$ cat src/rtl/instruction_fetch_controller_pkg.sv
// Shared types and constants for the two-byte instruction fetch path.
// State encodings, IR half selects and default parameter values.
package instruction_fetch_controller_pkg;

  typedef enum logic [1:0] {
    FS_IDLE     = 2'd0,
    FS_FETCH_LO = 2'd1,
    FS_FETCH_HI = 2'd2,
    FS_VALID    = 2'd3
  } fetch_state_e;

  localparam logic IR_LOW  = 1'b0;
  localparam logic IR_HIGH = 1'b1;

  localparam int DEFAULT_AW      = 16;
  localparam int DEFAULT_TIMEOUT = 15;

  // Counter width; a single bit is the floor so TIMEOUT=1 still elaborates.
  function automatic int cnt_width(input int t);
    return (t <= 2) ? 1 : $clog2(t);
  endfunction

endpackage

$ cat src/rtl/fetch_timeout_counter.sv
// Per-byte wait counter for the fetch sequencer.
// Flags the last permitted wait cycle.
module fetch_timeout_counter
  import instruction_fetch_controller_pkg::*;
#(
  parameter int TIMEOUT = DEFAULT_TIMEOUT
) (
  input  logic clk,
  input  logic rst_n,
  input  logic clr,
  input  logic en,
  output logic expired
);

  localparam int CW = cnt_width(TIMEOUT);
  localparam logic [CW-1:0] LAST = CW'(TIMEOUT - 1);

  logic [CW-1:0] cnt_q;
  logic [CW-1:0] cnt_d;

  // Clear wins over enable; counting is synchronous.
  always_comb begin
    cnt_d = cnt_q;
    if (clr) begin
      cnt_d = '0;
    end else if (en) begin
      cnt_d = cnt_q + CW'(1);
    end
  end

  // Count register.
  always_ff @(posedge clk or negedge rst_n) begin
    if (!rst_n) begin
      cnt_q <= '0;
    end else begin
      cnt_q <= cnt_d;
    end
  end

  assign expired = (cnt_q == LAST);

endmodule

$ cat src/rtl/instruction_fetch_controller.sv
// Two-byte instruction fetch sequencer: low byte then high byte
// into the IR, with PC ownership, timeout and valid/ack handshake.
module instruction_fetch_controller
  import instruction_fetch_controller_pkg::*;
#(
  parameter int          AW       = DEFAULT_AW,
  parameter logic [AW-1:0] RESET_PC = '0,
  parameter int          TIMEOUT  = DEFAULT_TIMEOUT
) (
  input  logic          Clock,
  input  logic          ResetN,
  input  logic          Start,
  input  logic          PCLoad,
  input  logic [AW-1:0] PCLoadValue,
  output logic          MemRead,
  output logic [AW-1:0] MemAddr,
  input  logic          MemReady,
  input  logic [7:0]    MemData,
  output logic [7:0]    IRData,
  output logic          IRWrite,
  output logic          IRLH,
  output logic          InstrValid,
  input  logic          InstrAck,
  output logic          Busy,
  output logic          Error
);

  fetch_state_e  state_q, state_d;
  logic [AW-1:0] pc_q, pc_d;
  logic          error_q, error_d;
  logic          cnt_clr;
  logic          cnt_en;
  logic          expired;
  logic          fetching;

  assign fetching = (state_q == FS_FETCH_LO) ||
                    (state_q == FS_FETCH_HI);

  fetch_timeout_counter #(
    .TIMEOUT(TIMEOUT)
  ) u_timeout (
    .clk    (Clock),
    .rst_n  (ResetN),
    .clr    (cnt_clr),
    .en     (cnt_en),
    .expired(expired)
  );

  // Next state, PC and error flag; PC redirects only when not fetching.
  always_comb begin
    state_d = state_q;
    pc_d    = pc_q;
    error_d = error_q;
    cnt_clr = 1'b0;
    cnt_en  = 1'b0;
    unique case (state_q)
      FS_IDLE: begin
        if (PCLoad) pc_d = PCLoadValue;
        if (Start) begin
          state_d = FS_FETCH_LO;
          error_d = 1'b0;
          cnt_clr = 1'b1;
        end
      end
      FS_FETCH_LO,
      FS_FETCH_HI: begin
        if (MemReady) begin
          pc_d    = pc_q + AW'(1);
          cnt_clr = 1'b1;
          state_d = (state_q == FS_FETCH_LO) ?
                    FS_FETCH_HI : FS_VALID;
        end else if (expired) begin
          error_d = 1'b1;
          cnt_clr = 1'b1;
          state_d = FS_IDLE;
        end else begin
          cnt_en = 1'b1;
        end
      end
      FS_VALID: begin
        if (PCLoad) pc_d = PCLoadValue;
        if (InstrAck) begin
          if (Start) begin
            state_d = FS_FETCH_LO;
            error_d = 1'b0;
            cnt_clr = 1'b1;
          end else begin
            state_d = FS_IDLE;
          end
        end
      end
      default: state_d = FS_IDLE;
    endcase
  end

  // State, PC and sticky error registers.
  always_ff @(posedge Clock or negedge ResetN) begin
    if (!ResetN) begin
      state_q <= FS_IDLE;
      pc_q    <= RESET_PC;
      error_q <= 1'b0;
    end else begin
      state_q <= state_d;
      pc_q    <= pc_d;
      error_q <= error_d;
    end
  end

  assign MemRead    = fetching;
  assign MemAddr    = pc_q;
  assign Busy       = fetching;
  assign IRData     = MemData;
  assign IRWrite    = fetching && MemReady;
  assign IRLH       = (state_q == FS_FETCH_HI) ? IR_HIGH : IR_LOW;
  assign InstrValid = (state_q == FS_VALID);
  assign Error      = error_q;

endmodule
$ cat config.mk
export PLATFORM = sky130hd
export DESIGN_NAME = instruction_fetch_controller
export DESIGN_NICKNAME = d
export VERILOG_FILES = /design/src/rtl/instruction_fetch_controller_pkg.sv /design/src/rtl/fetch_timeout_counter.sv /design/src/rtl/instruction_fetch_controller.sv
export SDC_FILE = /design/constraint.sdc
export NUM_CORES = 1
export LEC_CHECK = 0
export BUFFER_PORTS_ARGS = -buffer_cell sky130_fd_sc_hd__buf_4
export CORE_UTILIZATION = 49
export CTS_CLUSTER_SIZE = 12
export DETAILED_ROUTE_END_ITERATION = 8
export GPL_TIMING_DRIVEN = 0
export HOLD_SLACK_MARGIN = 0.02
export PLACE_DENSITY = 0.8
export SLEW_MARGIN = 40
export SYNTH_ARGS = -nofsm -noshare
export SYNTH_HDL_FRONTEND = slang
export SYNTH_SLANG_ARGS = --single-unit
$ cat constraint.sdc
create_clock -name Clock -period 2.8 [get_ports Clock]
set_input_delay 0.28 -clock Clock [delete_from_list [all_inputs] [get_ports Clock]]
set_output_delay 0.28 -clock Clock [all_outputs]
set_load 0.005 [all_outputs]
Word-level counts from Yosys, hierarchy flattened
Cells that the tools add are included.
Widths: inputs -> output; s select.
{"block": "classes", "addsub": 2, "n_mul": 0, "div": 0, "n_lt_le_gt_ge": 0, "n_eq_ne": 11, "shifts": 0, "muxes": 26, "bitwise": 0, "reduce_logical": 9}
{"cell": "$mux 16", "n": 2}
{"cell": "$pmux 16 s2", "n": 1}
{"cell": "$add 16x1->16 const B", "n": 1}
{"cell": "$mux 1", "n": 14}
{"cell": "$mux 2", "n": 4}
{"cell": "$mux 4", "n": 2}
{"cell": "$ne 2x2->1 const B", "n": 4}
{"cell": "$pmux 1 s3", "n": 2}
{"cell": "$pmux 2 s3", "n": 1}
{"cell": "$reduce_and 3->1", "n": 2}
{"cell": "$add 4x1->4 const B", "n": 1}
{"cell": "$eq 2x2->1 const B", "n": 2}
{"cell": "$eq 4x4->1 const B", "n": 1}
{"cell": "$ne 2x1->1 const B", "n": 2}
{"cell": "$reduce_or 2->1", "n": 2}
{"cell": "$ne 3x3->1 const B", "n": 1}
{"cell": "$eq 2x1->1 const B", "n": 1}
{"cell": "$logic_not 2->1", "n": 1}
{"cell": "$reduce_and 2->1", "n": 1}
{"cell": "$reduce_bool 2->1", "n": 1}
{"cell": "$logic_and 1x1->1", "n": 1}
{"cell": "$logic_or 1x1->1", "n": 1}
{"block": "word_totals", "reg_bits": 23, "latchBits": 0, "mem_bits_rw": 0, "rom_bits": 0, "input_bits": 30, "out_inout_bits": 30, "word_cells": 52, "n_memories": 0}

Logic depth before layout (Yosys ltp)
{"block": "depth", "ltp_word": 6, "mapped_depth": 8, "mapped_depth_nobuf": 7}

Hierarchy
Synthesis repeated with hierarchy kept, for this count alone.
{"block": "hier_totals", "hier_cells": 177, "area_unflattened_um2": 1596.5}
{"module": "instruction_fetch_controller", "n_inst": 1, "cells_each": 157, "area_per_inst_um2": 1376.3, "seq_area_each_um2": 475.5}
{"module": "fetch_timeout_counter", "n_inst": 1, "cells_each": 20, "area_per_inst_um2": 220.2, "seq_area_each_um2": 100.1}

Worst setup path after synthesis
OpenSTA, ideal clock, no wires.
{"block": "synth_timing", "kind": "register to register", "startpoint": "reg state_q[0]", "endpoint": "reg u_timeout.cnt_q[3]", "setup_time_ns": 0.138, "arrival_ns": 1.925, "required_ns": 2.662, "setup_slack_ns": 0.737, "stages_incl_launch_ff": 8, "path_buffers": 1, "synth_period_minus_slack_ns": 2.063, "path_cell_list": "dfrtp_1 inv_1 ha_1 clkbuf_1 inv_1 or4b_2 xor2_1 nor2_1"}
{"block": "synth_via", "elab_chain_len": 4, "elab_cells_between_ends": 9, "classes_between": "3 x eq/ne; 3 x mux; 3 x reduce/logical"}
{"element": "start, declared", "line": "instruction_fetch_controller.sv:28", "rtl": "fetch_state_e state_q, state_d;"}
{"element": "start signal, assigned", "line": "instruction_fetch_controller.sv:103", "rtl": "state_q <= state_d;"}
{"element": "$eq 2x1->1 / $eq 2x2->1 (equally long branches)", "line": "instruction_fetch_controller.sv:56", "rtl": "unique case (state_q)"}
{"element": "$reduce_or 2->1", "line": "instruction_fetch_controller.sv:56"}
{"element": "$pmux 1 s3 / $mux 1 (equally long branches)", "line": "instruction_fetch_controller.sv:56"}
{"element": "$mux 4 / $reduce_bool 2->1 (equally long branches)"}
{"element": "end signal, assigned", "line": "fetch_timeout_counter.sv:36", "rtl": "cnt_q <= cnt_d;"}
{"element": "end, declared", "line": "fetch_timeout_counter.sv:18", "rtl": "logic [CW-1:0] cnt_q;"}
Parallel ways exist; a longest one is shown, timed or not.
A chain may end at the register's enable or synchronous reset.

Final worst setup path
Ends and elaborated chain as after synthesis.

==> impl_metrics.yaml <==
outcome:
  status: "complete, no violations"
cells_and_area:
  fillers: 280
  layout_commonest_cell: "buf_4"
  fin_cells: 278
  layout_common_cells: "buf_4, dfrtp_1, a21oi_1"
  final_nets: 273
  num_antenna_cells: 0
  drive_gt1_share_pct: 29.1
  syn_to_final_growth_pct: 28.6
clock_tree:
  clock_latency_ns: 0.31
  cts-htree-levels: 1
  cts_tree: "done"
  cts_resized: 0
  post_cts_buffers: 0
  clk_pin_slew_ns: 0.13
  cts-hold-fix-buffers: 1
  numCtsBuffers: 3
  clk_path_buf_depth: 2
  numClockSinks: 23
  cts_root_buf: "clkbuf_4"
detailed_routing:
  firstDrtPassIters: 4
  drc: 0
  drt-wirelength-per-cell_um: 13.8
  wl_met2_mm: 1.86
  ant_nets: 0
  top_layer_used: "met4"
  routed_wirelength_mm: 3.84
  drt_iter0_drc: 44
  viasPerCell: 5.62
  vias: 1562
  met1_length_mm: 1.73
  wl_met3_um: 239
synth:
  synth_edf_count: 0
  synth_cell_types: 36
  syn-num-nets: 218
  ys_seq_area_share_pct: 35.8
  synthFlopType: "dfrtp_1"
  synth_cells: 180
  netlist_area_mm2: 0.00161
  synth_area_per_cell_um2: 8.93
  async_reset_ff_share_pct: 100
  yosysWarnings: 0
  synth-seq-cells: 23
die:
  io_pins: 60
  die_w_um: 59.3
  initial_utilization_pct: 52.2
  fp.coreArea_mm2: 0.00308
  dieArea_mm2: 0.00351
  rows: 20
  dieHeight_um: 59.3
critical_path:
  r2r_cells: 7
  cp_slowest_stage_delay_ns: 0.67
  cp_max_fo: 8
  path_common_cell: "inv_1"
  crit_chain: "inv_1 > ha_1 > clkbuf_1 > inv_1 > or4b_2 > xor2_1 > nor2_1"
  critPathSlowestCell: "or4b_2"
  r2r-start: "state_q[0]"
  r2r_slack_ns: 0.49
  cp-start-kind: "register"
  crit_required_ns: 2.99
  critical_path_arrival_ns: 2.50
  cp-endpoint: "u_timeout.cnt_q[3]"
  worstSetupPathType: "reg -> reg"
  critPathCaptureType: "register"
  crit_path_start: "state_q[0]"
  r2r-end: "u_timeout.cnt_q[3]"
global_routing:
  antenna_found_initial: 0
  overflow: 0
  grt_max_degree: 24
  track_usage_pct: 22.8
  grt_pass1_wl_mm: 5.98
  grt_pass1_vias: 1334
pwr:
  power.total_mw: 2.07
  vdd_drop_max_mv: 0.518
  power-per-cell-area_mw_per_mm2: 1000
  p_leak_nw: 0.931
hold_path:
  hold_class: "in -> reg"
  worstHoldStart: "PCLoadValue[8]"
timing:
  hold_viol_final: 0
  rsz0062_at_grt: "no"
  worst_slack_ns: 0.491
  period_share_pct: 82.5
  fin_crit_ns: 2.31
  fin_tns_setup_ns: 0
  setup_viol: 0
  slew_headroom_pct: 56.1
  hold_ws_ns: 0.228
  worst-slew-pin-transition_ns: 0.658
  max_freq_mhz: 433
  finalMaxSlewViolations: 0
  fin_worst_skew_ns: 0.000940
placed_design:
  gp_congestion: 0.856
  io_buffers: 49
  dp_slack_ns: 0.532
  placed_cells: 273
  dp_hpwl_mm: 2.83
run:
  maxCapViolCount: 0
[stage by stage]
step	cell area (µm²)	utilization, %
after floorplan	1610	-
after global placement	2030	66.0
after detailed placement	2030	66.0
after CTS	2070	67.2
after global routing	2070	67.2
final	2070	67.2
[registers in the layout (all words and copies together), names as in the netlist]
signal           count
Error                1
u_timeout.cnt_q      4
state_q              2
MemAddr             16
[how the worst min path moves through the flow]
stage                               endpoint  slack, ns  cells past startpoint
after CTS                         MemAddr[8]       0.23                      3
after global routing              MemAddr[1]       0.24                      3
final                             MemAddr[8]       0.23                      3
after global placement    u_timeout.cnt_q[3]       0.19                      1
after floorplan                        Error      -0.02                      0
after detailed placement  u_timeout.cnt_q[3]       0.19                      1
[layout make-up]
| cell class | count | area (µm²) | share of cell area, % |
|---|---|---|---|
| Multi-Input combinational cell | 130 | 897 | 43.4 |
| Sequential cell | 23 | 576 | 27.8 |
| Timing Repair Buffer | 50 | 378 | 18.3 |
| Buffer | 19 | 105 | 5.08 |
| Tap cell | 44 | 55.1 | 2.66 |
| Inverter | 8 | 30.0 | 1.45 |
| Clock buffer | 4 | 26.3 | 1.27 |
[Yosys cell counts, drive strengths merged (7+ instances only)]
cell type,number,area [µm²]
nand2,10,37.5
inv,8,30.0
buf,10,71.3
clkbuf,9,33.8
nand4,7,58.8
nor2b,7,43.8
o21ai,10,50.1
dfrtp,23,576
ha,8,100
a21oi,15,75.1
xnor2,8,70.1
nand3,8,40.0
nor2,8,30.0
[layer usage]
metal	vias up	GRT usage, %
met2	68	36.3
li1	755	-
met1	737	31.8
met5	-	0
met3	2	2.84
met4	0	8.50
[critical path, delay by kind of cell, from the launching register on]
kind | cells | cell delay [ns]
XOR/XNOR | 1 | 0.15
adder cells (fa/ha/maj) | 1 | 0.33
buffers and inverters | 3 | 0.55
AND/OR/NAND/NOR | 2 | 0.72
flip-flops | 1 | 0.42
[kinds of logic (layout without fill, tap and decap cells)]
| kind of cell | after synthesis | count (layout) | share of synthesized area, % |
|---|---|---|---|
| and+or+nand+nor | 56 | 56 | 19.8 |
| AOI/OAI and AO/OA | 45 | 45 | 17.4 |
| buffers and inverters | 27 | 81 | 8.40 |
| DFF | 23 | 23 | 35.8 |
| xor gates and xnor gates | 12 | 12 | 6.54 |
| muxes | 9 | 9 | 5.84 |
| adders and majority gates | 8 | 8 | 6.23 |
[report_power, final]
part | total [mW] | internal, mW | switching [mW]
sequential | 0.704 | 0.488 | 0.216
clock | 0.157 | 0.0557 | 0.101
combinational | 1.21 | 0.589 | 0.619
(Power assumes the default switching activity.)
